<file path="config.mk">
export PLATFORM = sky130hd
export DESIGN_NAME = pipelined_cla_adder
export DESIGN_NICKNAME = d
export VERILOG_FILES = /design/src/rtl/cla_pkg.sv /design/src/rtl/cla_slice.sv /design/src/rtl/pipelined_cla_adder.sv
export SDC_FILE = /design/constraint.sdc
export NUM_CORES = 1
export LEC_CHECK = 0
export BUFFER_PORTS_ARGS = -buffer_cell sky130_fd_sc_hd__buf_2
export CELL_PAD_IN_SITES_DETAIL_PLACEMENT = 1
export CELL_PAD_IN_SITES_GLOBAL_PLACEMENT = 2
export CORE_UTILIZATION = 25
export DETAILED_ROUTE_END_ITERATION = 12
export GPL_ROUTABILITY_DRIVEN = 0
export PLACE_DENSITY = 0.59
export SLEW_MARGIN = 20
export SYNTH_ARGS = -nofsm -noshare
export SYNTH_HDL_FRONTEND = slang
export SYNTH_SLANG_ARGS = --single-unit
</file>
<file path="constraint.sdc">
create_clock -name clk -period 3.35 [get_ports clk]
set_input_delay 0.5025 -clock clk [delete_from_list [all_inputs] [get_ports clk]]
set_output_delay 0.5025 -clock clk [all_outputs]
set_load 0.02 [all_outputs]
</file>
<file path="src/rtl/cla_pkg.sv">
// Shared helpers for the pipelined CLA adder: stage-count derivation and
// configuration legality.
package cla_pkg;

  // An illegal WIDTH/BLOCK/GROUP mix yields zero stages, so the stage arrays
  // sized by this value fail to elaborate instead of silently misbehaving.
  function automatic int unsigned stages(input int unsigned w, input int unsigned b,
                                         input int unsigned g);
    if (b == 0 || g == 0 || (w % b) != 0 || (b % g) != 0) return 0;
    return w / b;
  endfunction

  function automatic bit cfg_ok(input int unsigned w, input int unsigned b,
                                input int unsigned g);
    return stages(w, b, g) != 0;
  endfunction

endpackage

</file>
<file path="src/rtl/cla_slice.sv">
// Combinational BLOCK-bit carry look-ahead slice built from GROUP-bit P/G groups;
// also exposes the carry into the MSB for signed-overflow detection.
module cla_slice
  import cla_pkg::*;
#(
  parameter int unsigned BLOCK = 8,
  parameter int unsigned GROUP = 4
) (
  input  logic [BLOCK-1:0] a,
  input  logic [BLOCK-1:0] b,
  input  logic             cin,
  output logic [BLOCK-1:0] sum,
  output logic             cout,
  output logic             cmsb
);
  localparam int unsigned NG = BLOCK / GROUP;

  logic [BLOCK-1:0] p, g;
  logic [NG-1:0]    gp, gg;
  logic [NG:0]      gc;
  logic [BLOCK:0]   c;

  assign p = a ^ b;
  assign g = a & b;

  always_comb begin
    gp = '0;
    gg = '0;
    gc = '0;
    c  = '0;
    // Level 1: group propagate/generate.
    for (int j = 0; j < NG; j++) begin
      gp[j] = 1'b1;
      for (int i = 0; i < GROUP; i++) begin
        gg[j] = g[j*GROUP+i] | (p[j*GROUP+i] & gg[j]);
        gp[j] = gp[j] & p[j*GROUP+i];
      end
    end
    // Level 2: group carries, then bit carries inside each group.
    gc[0] = cin;
    for (int j = 0; j < NG; j++) gc[j+1] = gg[j] | (gp[j] & gc[j]);
    for (int j = 0; j < NG; j++) begin
      c[j*GROUP] = gc[j];
      for (int i = 0; i < GROUP - 1; i++)
        c[j*GROUP+i+1] = g[j*GROUP+i] | (p[j*GROUP+i] & c[j*GROUP+i]);
    end
    c[BLOCK] = gc[NG];
  end

  assign sum  = p ^ c[BLOCK-1:0];
  assign cout = c[BLOCK];
  assign cmsb = c[BLOCK-1];

endmodule

</file>
<file path="src/rtl/pipelined_cla_adder.sv">
// Pipelined CLA adder/subtractor, one BLOCK-bit slice per stage, valid/ready wrapped.
// Define CLA_SAT_EN for signed saturation of the result on overflow.
module pipelined_cla_adder
  import cla_pkg::*;
#(
  parameter int unsigned WIDTH = 32,
  parameter int unsigned BLOCK = 8,
  parameter int unsigned GROUP = 4
) (
  input  logic             clk,
  input  logic             rst_n,
  input  logic             inp_valid,
  output logic             inp_ready,
  input  logic [WIDTH-1:0] inp_a,
  input  logic [WIDTH-1:0] inp_b,
  input  logic             inp_cin,
  input  logic             inp_sub,
  output logic             out_valid,
  input  logic             out_ready,
  output logic [WIDTH-1:0] out_s,
  output logic             out_cout,
  output logic             out_ovf
);
  localparam int unsigned L = stages(WIDTH, BLOCK, GROUP);

  // a_hi/b_hi skew the unconsumed operand slices; s_lo deskews finished ones.
  typedef struct packed {
    logic             valid;
    logic             carry;
    logic [WIDTH-1:0] a_hi;
    logic [WIDTH-1:0] b_hi;
    logic [WIDTH-1:0] s_lo;
  } stage_t;

  stage_t           stg_q [L];
  logic             ovf_q;
  logic             advance;
  logic [WIDTH-1:0] b_eff;
  logic             cin_eff;
  logic [BLOCK-1:0] sl_a [L];
  logic [BLOCK-1:0] sl_b [L];
  logic [BLOCK-1:0] sl_sum [L];
  logic             sl_cin [L];
  logic             sl_cout [L];
  logic             sl_cmsb [L];
  logic [WIDTH-1:0] s_nx [L];
  logic [WIDTH-1:0] s_fin;
  logic             ovf_nx;

  assign advance   = !stg_q[L-1].valid || out_ready;
  assign inp_ready = advance;
  assign b_eff     = inp_sub ? ~inp_b : inp_b;
  assign cin_eff   = inp_sub | inp_cin;

  for (genvar k = 0; k < L; k++) begin : g_stage
    if (k == 0) begin : g_first
      assign sl_a[k]   = inp_a[BLOCK-1:0];
      assign sl_b[k]   = b_eff[BLOCK-1:0];
      assign sl_cin[k] = cin_eff;
      assign s_nx[k]   = WIDTH'(sl_sum[k]);
    end else begin : g_next
      assign sl_a[k]   = stg_q[k-1].a_hi[k*BLOCK +: BLOCK];
      assign sl_b[k]   = stg_q[k-1].b_hi[k*BLOCK +: BLOCK];
      assign sl_cin[k] = stg_q[k-1].carry;
      // Bits at and above this slice are still zero in s_lo, so OR inserts it.
      assign s_nx[k]   = stg_q[k-1].s_lo | (WIDTH'(sl_sum[k]) << (k*BLOCK));
    end
    cla_slice #(.BLOCK(BLOCK), .GROUP(GROUP)) u_slice (
      .a   (sl_a[k]),
      .b   (sl_b[k]),
      .cin (sl_cin[k]),
      .sum (sl_sum[k]),
      .cout(sl_cout[k]),
      .cmsb(sl_cmsb[k])
    );
  end

  assign ovf_nx = sl_cmsb[L-1] ^ sl_cout[L-1];

  always_comb begin
    s_fin = s_nx[L-1];
`ifdef CLA_SAT_EN
    // Both effective operands share A's sign when overflow occurs.
    if (ovf_nx)
      s_fin = sl_a[L-1][BLOCK-1] ? {1'b1, {(WIDTH-1){1'b0}}} : {1'b0, {(WIDTH-1){1'b1}}};
`endif
  end

  always_ff @(posedge clk or negedge rst_n) begin
    if (!rst_n) begin
      for (int k = 0; k < L; k++) stg_q[k] <= '0;
      ovf_q <= 1'b0;
    end else if (advance) begin
      stg_q[0] <= '{valid: inp_valid, carry: sl_cout[0], a_hi: inp_a, b_hi: b_eff,
                    s_lo: s_nx[0]};
      for (int k = 1; k < L; k++)
        stg_q[k] <= '{valid: stg_q[k-1].valid, carry: sl_cout[k], a_hi: stg_q[k-1].a_hi,
                      b_hi: stg_q[k-1].b_hi, s_lo: s_nx[k]};
      stg_q[L-1].s_lo <= s_fin;
      ovf_q           <= ovf_nx;
    end
  end

  assign out_valid = stg_q[L-1].valid;
  assign out_s     = stg_q[L-1].s_lo;
  assign out_cout  = stg_q[L-1].carry;
  assign out_ovf   = ovf_q;

endmodule

</file>
After elaboration in Yosys (flattened, before gate mapping)
Cells that the tools add are included.
- flip-flop bits (word level): 305
- output and inout bits: 36
- word-level logic and storage cells: 176
- mux-type cells: 1
- bitwise gates (word level): 154
- reductions and logical operators: 2
- operators with widths (cell ; count):
    $and A1 B1 Y1 ; 80
    $xor A8 B8 Y8 ; 8
    $or A1 B1 Y1 ; 57
    $and A8 B8 Y8 ; 4
    $mux W32 ; 1
    $not A32 Y32 ; 1
    $or A32 B24 Y32 ; 1
    $or A32 B32 Y32 ; 1
    $or A8 B16 Y16 ; 1
    $logic_not A1 Y1 ; 1
    $logic_or A1 B1 Y1 ; 1
    $xor A1 B1 Y1 ; 1

Logic depth before layout (Yosys ltp)
Gate-level depths: netlist (run 1).
- depth in word-level cells: 17
- gate-level depth with buffers: 12
- depth with buffers taken out: 10

By module
A second synthesis (run 1) with hierarchy kept.
- cell total of the unflattened synthesis: 604
- area, all modules: 9372.7 sq um
- by module, submodules not included (module ; times used ; cells an instance ; area each (sq um) ; seq. area each (sq um)):
    pipelined_cla_adder ; 1 ; 462 ; 7998.9 ; 4629.4
    cla_slice (g_stage[1].u_slice ...) ; 2 ; 35 ; 344.1 ; 0.0
    cla_slice (g_stage[3].u_slice) ; 1 ; 36 ; 346.6 ; 0.0
    cla_slice (g_stage[0].u_slice) ; 1 ; 36 ; 339.1 ; 0.0

Worst setup path after synthesis (run 1)
Ideal clock, no wire load.
- path kind: input -> register
- start: input inp_sub
- end: register stg_q[301] (netlist bit)
- arrival time: 3.126 ns
- data required time: 3.273 ns
- slack: 0.147 ns
- cell stages on the path: 12
- path buffers: 2
- path through: buf_2 > buf_2 > xor2_1 > ha_1 > o211ai_1 > a21oi_1 > nor2_1 > fa_1 > fa_1 > fa_1 > xor2_1 > a21oi_1
- longest elaborated chain between the ends: 16
- RTL lines (what ; RTL line ; RTL):
    start, declared ; pipelined_cla_adder.sv:17 ; input logic inp_sub,
    $mux W32 ; pipelined_cla_adder.sv:52 ; assign b_eff = inp_sub ? ~inp_b : inp_b;
    $xor A8 B8 Y8 / $and A8 B8 Y8 (equally long branches) ; cla_slice.sv:23, cla_slice.sv:24 ;
    $and A1 B1 Y1 ; cla_slice.sv:35 ; gg[j] = g[j*GROUP+i] | (p[j*GROUP+i] & gg[j]);
    $or A1 B1 Y1 ; cla_slice.sv:35 ;
    $and A1 B1 Y1 ; cla_slice.sv:35 ;
    $or A1 B1 Y1 ; cla_slice.sv:35 ;
    $and A1 B1 Y1 ; cla_slice.sv:35 ;
    $or A1 B1 Y1 ; cla_slice.sv:35 ;
    $or A1 B1 Y1 ; cla_slice.sv:41 ; for (int j = 0; j < NG; j++) gc[j+1] = gg[j] | (gp[j] & gc[j]);
    $and A1 B1 Y1 ; cla_slice.sv:45 ; c[j*GROUP+i+1] = g[j*GROUP+i] | (p[j*GROUP+i] & c[j*GROUP+i]);
    $or A1 B1 Y1 ; cla_slice.sv:45 ;
    $and A1 B1 Y1 ; cla_slice.sv:45 ;
    $or A1 B1 Y1 ; cla_slice.sv:45 ;
    $and A1 B1 Y1 ; cla_slice.sv:45 ;
    $or A1 B1 Y1 ; cla_slice.sv:45 ;
    $xor A8 B8 Y8 * ; cla_slice.sv:50 ; assign sum = p ^ c[BLOCK-1:0];
    end signal, assigned by index ; pipelined_cla_adder.sv:97 ; stg_q[k] <= '{valid: stg_q[k-1].valid, carry: sl_cout[k], a_hi: stg_q[k-1].a_hi,
    end, declared ; pipelined_cla_adder.sv:35 ; stage_t stg_q [L];
Mark *: on every way between the ends. The rest lies on a longest branch, timed or not.
A chain may end at the register's enable or synchronous reset.

Final worst setup path (run 1)
- start: register stg_q (netlist bit sl_b[2])
- end: register ovf_q (netlist: out_ovf)
- longest elaborated chain between the ends: 13
- RTL lines (what ; RTL line ; RTL):
    $xor A8 B8 Y8 ; cla_slice.sv:23 ; assign p = a ^ b;
    $and A1 B1 Y1 ; cla_slice.sv:35 ;
    $or A1 B1 Y1 ; cla_slice.sv:35 ;
    $and A1 B1 Y1 ; cla_slice.sv:35 ;
    $or A1 B1 Y1 ; cla_slice.sv:35 ;
    $or A1 B1 Y1 * ; cla_slice.sv:41 ;
    $and A1 B1 Y1 ; cla_slice.sv:45 ;
    $or A1 B1 Y1 ; cla_slice.sv:45 ;
    $and A1 B1 Y1 ; cla_slice.sv:45 ;
    $or A1 B1 Y1 ; cla_slice.sv:45 ;
    $and A1 B1 Y1 ; cla_slice.sv:45 ;
    $or A1 B1 Y1 ; cla_slice.sv:45 ;
    $xor A1 B1 Y1 * ; pipelined_cla_adder.sv:78 ; assign ovf_nx = sl_cmsb[L-1] ^ sl_cout[L-1];
    end signal, assigned ; pipelined_cla_adder.sv:100 ; ovf_q <= ovf_nx;
    end, declared ; pipelined_cla_adder.sv:36 ; logic ovf_q;
Marked as above.

==> out/qor.csv, run 1 <==
metric,value,unit
outcome,"complete, no violations",
clock transition at the registers of the reported paths,0.07,ns
TritonCTS Buffers,17,
# Post-CTS Setup Buffers,0,
first-pass GRT wire length,33400,µm
Design Power,9.29,mW
Area after DPL,9420,µm²
CP most frequent cell,fa_1,
CTS tree,yes,
Crit path buffers/inverters,0,
Critical Path AT,3.48,ns
TritonRoute pass-1 iters,4,
H-tree Lvls,4,
clock sink count,185,
Max Clock Freq,0.320,GHz
total track usage,0.118,
fin nets,1118,
CTS resizes,0,
Final Hold Viols,0,
max-cap viol count,0,
vias,5891,
Critical Path Source Type,flop,
vias in the first global route,6161,
Final TNS setup,0,ns
reg2reg start,sl_b[2],
routed vias/inst,4.06,
Netlist cell types,36,
CP Capture Type,flop,
Routed Wire Length,19600,µm
share of cells above drive strength 1,0.147,
Max-slew headroom,0.427,
Initial Util,0.257,
post-synth top area share,0.532,
Final min period,3.12,ns
Compound-Gate Fraction of Synth Area,0.0501,
placed cells,1421,
Mapped Area,8700,µm²
Max stage delay on crit path,0.46,ns
Crit path max-delay family,adder cells,
DRT iter0 DRCs,334,
diode count,0,
die width,189,µm
std cell rows,67,
largest family of logic cells by synthesized area,simple AND/OR/NAND/NOR gates,
sequential share of the synthesized area,0.532,
die area,35500,µm²
Hold WS,0.0751,ns
post-synthesis xor/xnor area fraction,0.0403,
Area growth syn-to-layout,15.1,%
# hold bufs at CTS,0,
WS Path Type,flop to flop,
DP HPWL,13300,µm
# port buffers,105,
RR Endpoint,out_ovf,
fin cells,1452,
DRT antenna net count,0,
Critical Path Fanout Max,4,
simple-gate share of the synthesized area,0.207,
post-synthesis adder-cell area fraction,0.101,
FILL cells,3993,
WL/cell,13.5,µm
Synth Instances,937,
multiplexer area fraction after synthesis,0.00259,
Crit path required time,3.70,ns
worst-path cell chain,ha_1 -> a21oi_1 -> o221ai_1 -> fa_1 -> fa_1 -> fa_1 -> and2_1 -> mux2_2 -> nor3_2,
drc violations,0,
Slew @ Worst Pin,0.859,ns
IO Pins,106,
Hold WC Path Type,input port to async pin,
antenna violations before repair,0,
Max VDD drop,1090,µV
"reg-to-reg slack, setup",0.23,ns
R2R cell count,9,
synthesized flop and latch total,185,
slowest CP cell,fa_1,
PwrDens,929,nW/µm²
post-synth top area cell,dfrtp_1,
post-route cell area,10000,µm²
Final setup viols,0,
LEAKAGE,5.11,nW
clock root cell,clkbuf_16,
clock skew,0.00965,ns
Avg Inst Size Synth,9.28,µm²
CORE AREA,33900,µm²
Slew Limit Fails,0,
Synth Warn #,0,
post-synthesis net count,1063,
Die H,189,µm
fin crit share,0.932,
largest cells by area after synthesis,"dfrtp_1, nand2_1, fa_1, ha_1, buf_4",
clk_lat worst skew,0.43,ns
Clock Tree Buf Depth,2,
total congestion overflow,0,
RSZ-0062 raised after global routing,no,
largest net degree at the start of global routing,200,
==> cell usage in the layout (no fill, tap or decap), types with 2 or more instances in the layout <==
master	instances
o21ai_0	41
nor3_1	2
fa_1	24
nand2_1	446
clkinv_4	2
clkbuf_1	3
ha_1	32
buf_2	104
bufinv_16	3
xnor2_1	30
a21oi_1	24
inv_6	3
xor2_1	10
a21o_1	4
buf_4	5
clkinv_2	3
nor2_1	15
clkbuf_16	17
buf_12	3
dfrtp_1	185
inv_1	27
==> metrics by stage <==
step	util	setup WS, ns
finish	0.296	0.227
global route	0.296	0.0484
CTS	0.296	0.199
detailed placement	0.278	0.0857
global placement	0.278	0.130
floorplan	-	0.147
==> cell families (layout without fill, tap and decap cells) <==
kind of cell / count (synthesis) / after routing
AO/OA/AOI/OAI: 78 / 78
XOR/XNOR: 40 / 40
adder cells (fa/ha/maj): 56 / 56
buffers and inverters: 105 / 172
flip-flops: 185 / 185
multiplexers: 2 / 2
AND/OR/NAND/NOR: 471 / 471
==> per-layer routing <==
| metal | GRT usage | wire [µm] | share of wire | vias up |
|---|---|---|---|---|
| li1 | - | - | - | 2995 |
| met1 | 0.187 | 11200 | 0.57 | 2802 |
| met2 | 0.159 | 7630 | 0.39 | 82 |
| met3 | 0.0210 | 489 | 0.025 | 12 |
| met4 | 0.0372 | 229 | 0.012 | 0 |
| met5 | 0 | 0 | 0 | - |
==> state kept, by name (all words and copies together), names as in the netlist <==
register / count
sl_a: 24
out_ovf: 1
sl_cin: 3
sl_b: 24
out_cout: 1
stg_q: 99
out_s: 32
out_valid: 1
==> synthesized netlist by cell type <==
cell type / count
o21ai_0: 41
nand3_1: 1
nor2b_4: 1
o221ai_1: 1
ha_1: 32
a22oi_1: 1
and2_1: 1
nor3_2: 1
a21oi_2: 1
a2111oi_0: 1
o211ai_1: 1
mux2_1: 1
clkbuf_1: 17
nor3_1: 2
inv_1: 27
mux2_2: 1
o2111ai_1: 1
nor2_1: 15
nor4_1: 1
fa_1: 24
and4_1: 1
o221a_2: 1
a41o_1: 1
a31o_2: 1
a21oi_1: 24
buf_2: 22
xnor2_1: 30
buf_4: 35
nand2b_1: 1
xor2_1: 10
buf_6: 3
a21o_1: 4
inv_2: 1
dfrtp_1: 185
nand2_1: 446
nand4_1: 1
==> how the worst max path moves through the flow <==
stage,from,cells past startpoint,slack [ns],to
floorplan,inp_sub,12,0.15,stg_q[301]
global placement,inp_sub,11,0.13,stg_q[301]
detailed placement,inp_sub,11,0.09,stg_q[301]
CTS,sl_b[2],9,0.20,out_ovf
global route,sl_a[2],9,0.05,out_ovf
finish,sl_b[2],9,0.23,out_ovf
==> power breakdown <==
group | total [mW] | internal (mW) | leakage, nW | switching [mW]
Sequential | 3.86 | 3.24 | 2.23 | 0.623
Combinational | 3.39 | 1.31 | 2.59 | 2.09
Clock | 2.04 | 1.17 | 0.285 | 0.866
==> area by class of cell <==
type                            count  area (µm²)  area share
Sequential cell                   185        4630       0.463
Multi-Input combinational cell    647        3490       0.349
Timing Repair Buffer              113         632      0.0631
Tap cell                          448         561      0.0560
Clock buffer                       20         437      0.0436
Clock inverter                     11         148      0.0148
Inverter                           28         110      0.0110
(Power assumes the default switching activity.)
==> run 2: changes to the inputs <==
CORE_UTILIZATION = 36   (was 25)
MAX_ROUTING_LAYER = met4   (was default)
PLACE_DENSITY = 0.8   (was 0.59)
==> run 2 against run 1 <==
  * Register-to-register slack about the same
  * Utilization up 12 points
  * Clock-buffer cell count down 2
  * Critical endpoint unchanged
==> out/qor.csv, run 2 (synthesized netlist as in run 1, its figures left out) <==
metric,value,unit
Area growth syn-to-layout,13.5,%
slowest CP cell,fa_1,
Critical Path Source Type,flop,
max-cap viol count,0,
routed vias/inst,4.45,
Slew Limit Fails,0,
Slew @ Worst Pin,0.864,ns
die width,157,µm
Max-slew headroom,0.424,
clock root cell,clkbuf_16,
Clock Tree Buf Depth,2,
largest net degree at the start of global routing,200,
CP Capture Type,flop,
TritonRoute pass-1 iters,5,
LEAKAGE,5.12,nW
PwrDens,948,nW/µm²
H-tree Lvls,4,
Initial Util,0.368,
vias,5888,
RSZ-0062 raised after global routing,no,
total track usage,0.163,
Final Hold Viols,0,
vias in the first global route,6125,
WS Path Type,flop to flop,
IO Pins,106,
fin crit share,0.933,
Max Clock Freq,0.320,GHz
Final min period,3.13,ns
"most common cell after layout, fill and taps aside",nand2_1,
clock skew,0.0172,ns
DRT iter0 DRCs,257,
Critical Path Fanout Max,4,
DP HPWL,12000,µm
Max stage delay on crit path,0.46,ns
total congestion overflow,0,
Routed Wire Length,17900,µm
drc violations,0,
Top reg by flops,stg_q,
Die H,157,µm
Critical Path AT,3.47,ns
Hold WC Path Type,input port to async pin,
clk_lat worst skew,0.44,ns
diode count,0,
# port buffers,105,
Final TNS setup,0,ns
most frequent cells in the layout,"nand2_1, dfrtp_1, buf_2",
post-layout util,0.418,
# hold bufs at CTS,0,
clock sink count,185,
max reg flops,99,
CORE AREA,23600,µm²
std cell rows,56,
Max VDD drop,817,µV
Crit path required time,3.70,ns
# Post-CTS Setup Buffers,0,
WL/cell,13.5,µm
CTS resizes,0,
CP most frequent cell,fa_1,
Final setup viols,0,
fin nets,1117,
worst-path cell chain,ha_1 -> a21oi_1 -> o221ai_1 -> fa_1 -> fa_1 -> fa_1 -> and2_1 -> mux2_2 -> nor3_2,
antenna violations before repair,0,
DRT antenna net count,0,
clock transition at the registers of the reported paths,0.07,ns
die area,24800,µm²
CTS tree,yes,
share of cells above drive strength 1,0.150,
first-pass GRT wire length,30700,µm
TritonCTS Buffers,17,
outcome,"complete, no violations",
-- run 2: cell types whose count changed in the layout (fill, tap and decap cells not counted), sizes merged --
| cell | delta |
|---|---|
| clkinv | -2 |
| inv | +5 |
| bufinv | -1 |
| clkbuf | -2 |
| clkinvlp | +1 |
| buf | -1 |
-- run 2: worst paths after layout --
check / start / end / slack (ns) / cells after the start
max: sl_b[0] / out_ovf / 0.22 / 9
min: rst_n / sl_b[17] / 0.12 / 1
max reg2reg: sl_b[0] / out_ovf / 0.22 / 9
min reg2reg: out_s[5] / out_s[5] / 0.46 / 2
max in group asynchronous: rst_n / stg_q[120] / 2.41 / 2
min in group clk: inp_a[21] / stg_q[379] / 0.26 / 3
-- run 2: critical path, delay by kind of cell, from the launching register on --
family | cells | cell delay (ns)
AO/OA/AOI/OAI | 2 | 0.44
adder cells (fa/ha/maj) | 4 | 1.58
flip-flops | 1 | 0.38
multiplexers | 1 | 0.28
AND/OR/NAND/NOR | 2 | 0.36
-- run 2: layout make-up --
| class | count | area, µm² |
|---|---|---|
| Clock buffer | 18 | 439 |
| Clock inverter | 14 | 178 |
| Fill cell | 2806 | 13700 |
| Inverter | 28 | 110 |
| Multi-Input combinational cell | 647 | 3490 |
| Sequential cell | 185 | 4630 |
| Tap cell | 319 | 399 |
| Timing Repair Buffer | 112 | 624 |
-- run 2: layer usage --
layer | up-vias | track usage | wire length (µm) | share of wire
li1 | 2984 | - | - | -
met1 | 2809 | 0.232 | 9510 | 0.53
met2 | 84 | 0.236 | 7690 | 0.43
met3 | 11 | 0.0278 | 523 | 0.029
met4 | 0 | 0.0527 | 158 | 0.0088
met5 | - | - | 0 | 0
-- run 2: power breakdown --
part	total (mW)	switching, mW	leakage [nW]	internal [mW]
logic	3.40	2.08	2.59	1.32
clock network	2.09	0.938	0.297	1.15
registers	3.86	0.631	2.23	3.23
total	9.36	3.65	5.12	5.70
-- run 2: per-stage QoR --
stage / total power, mW / setup slack [ns] / std cells / hold WS [ns] / cell area, µm²
2_1_floorplan: 6.49 / 0.147 / 937 / 0.207 / 8700
3_3_place_gp: 7.22 / 0.185 / 1291 / 0.445 / 9260
3_5_place_dp: 7.37 / 0.127 / 1291 / 0.452 / 9260
4_1_cts: 9.54 / 0.205 / 1323 / 0.151 / 9870
5_1_grt: 10.2 / 0.0466 / 1323 / 0.167 / 9870
6_report: 9.36 / 0.224 / 1323 / 0.118 / 9870
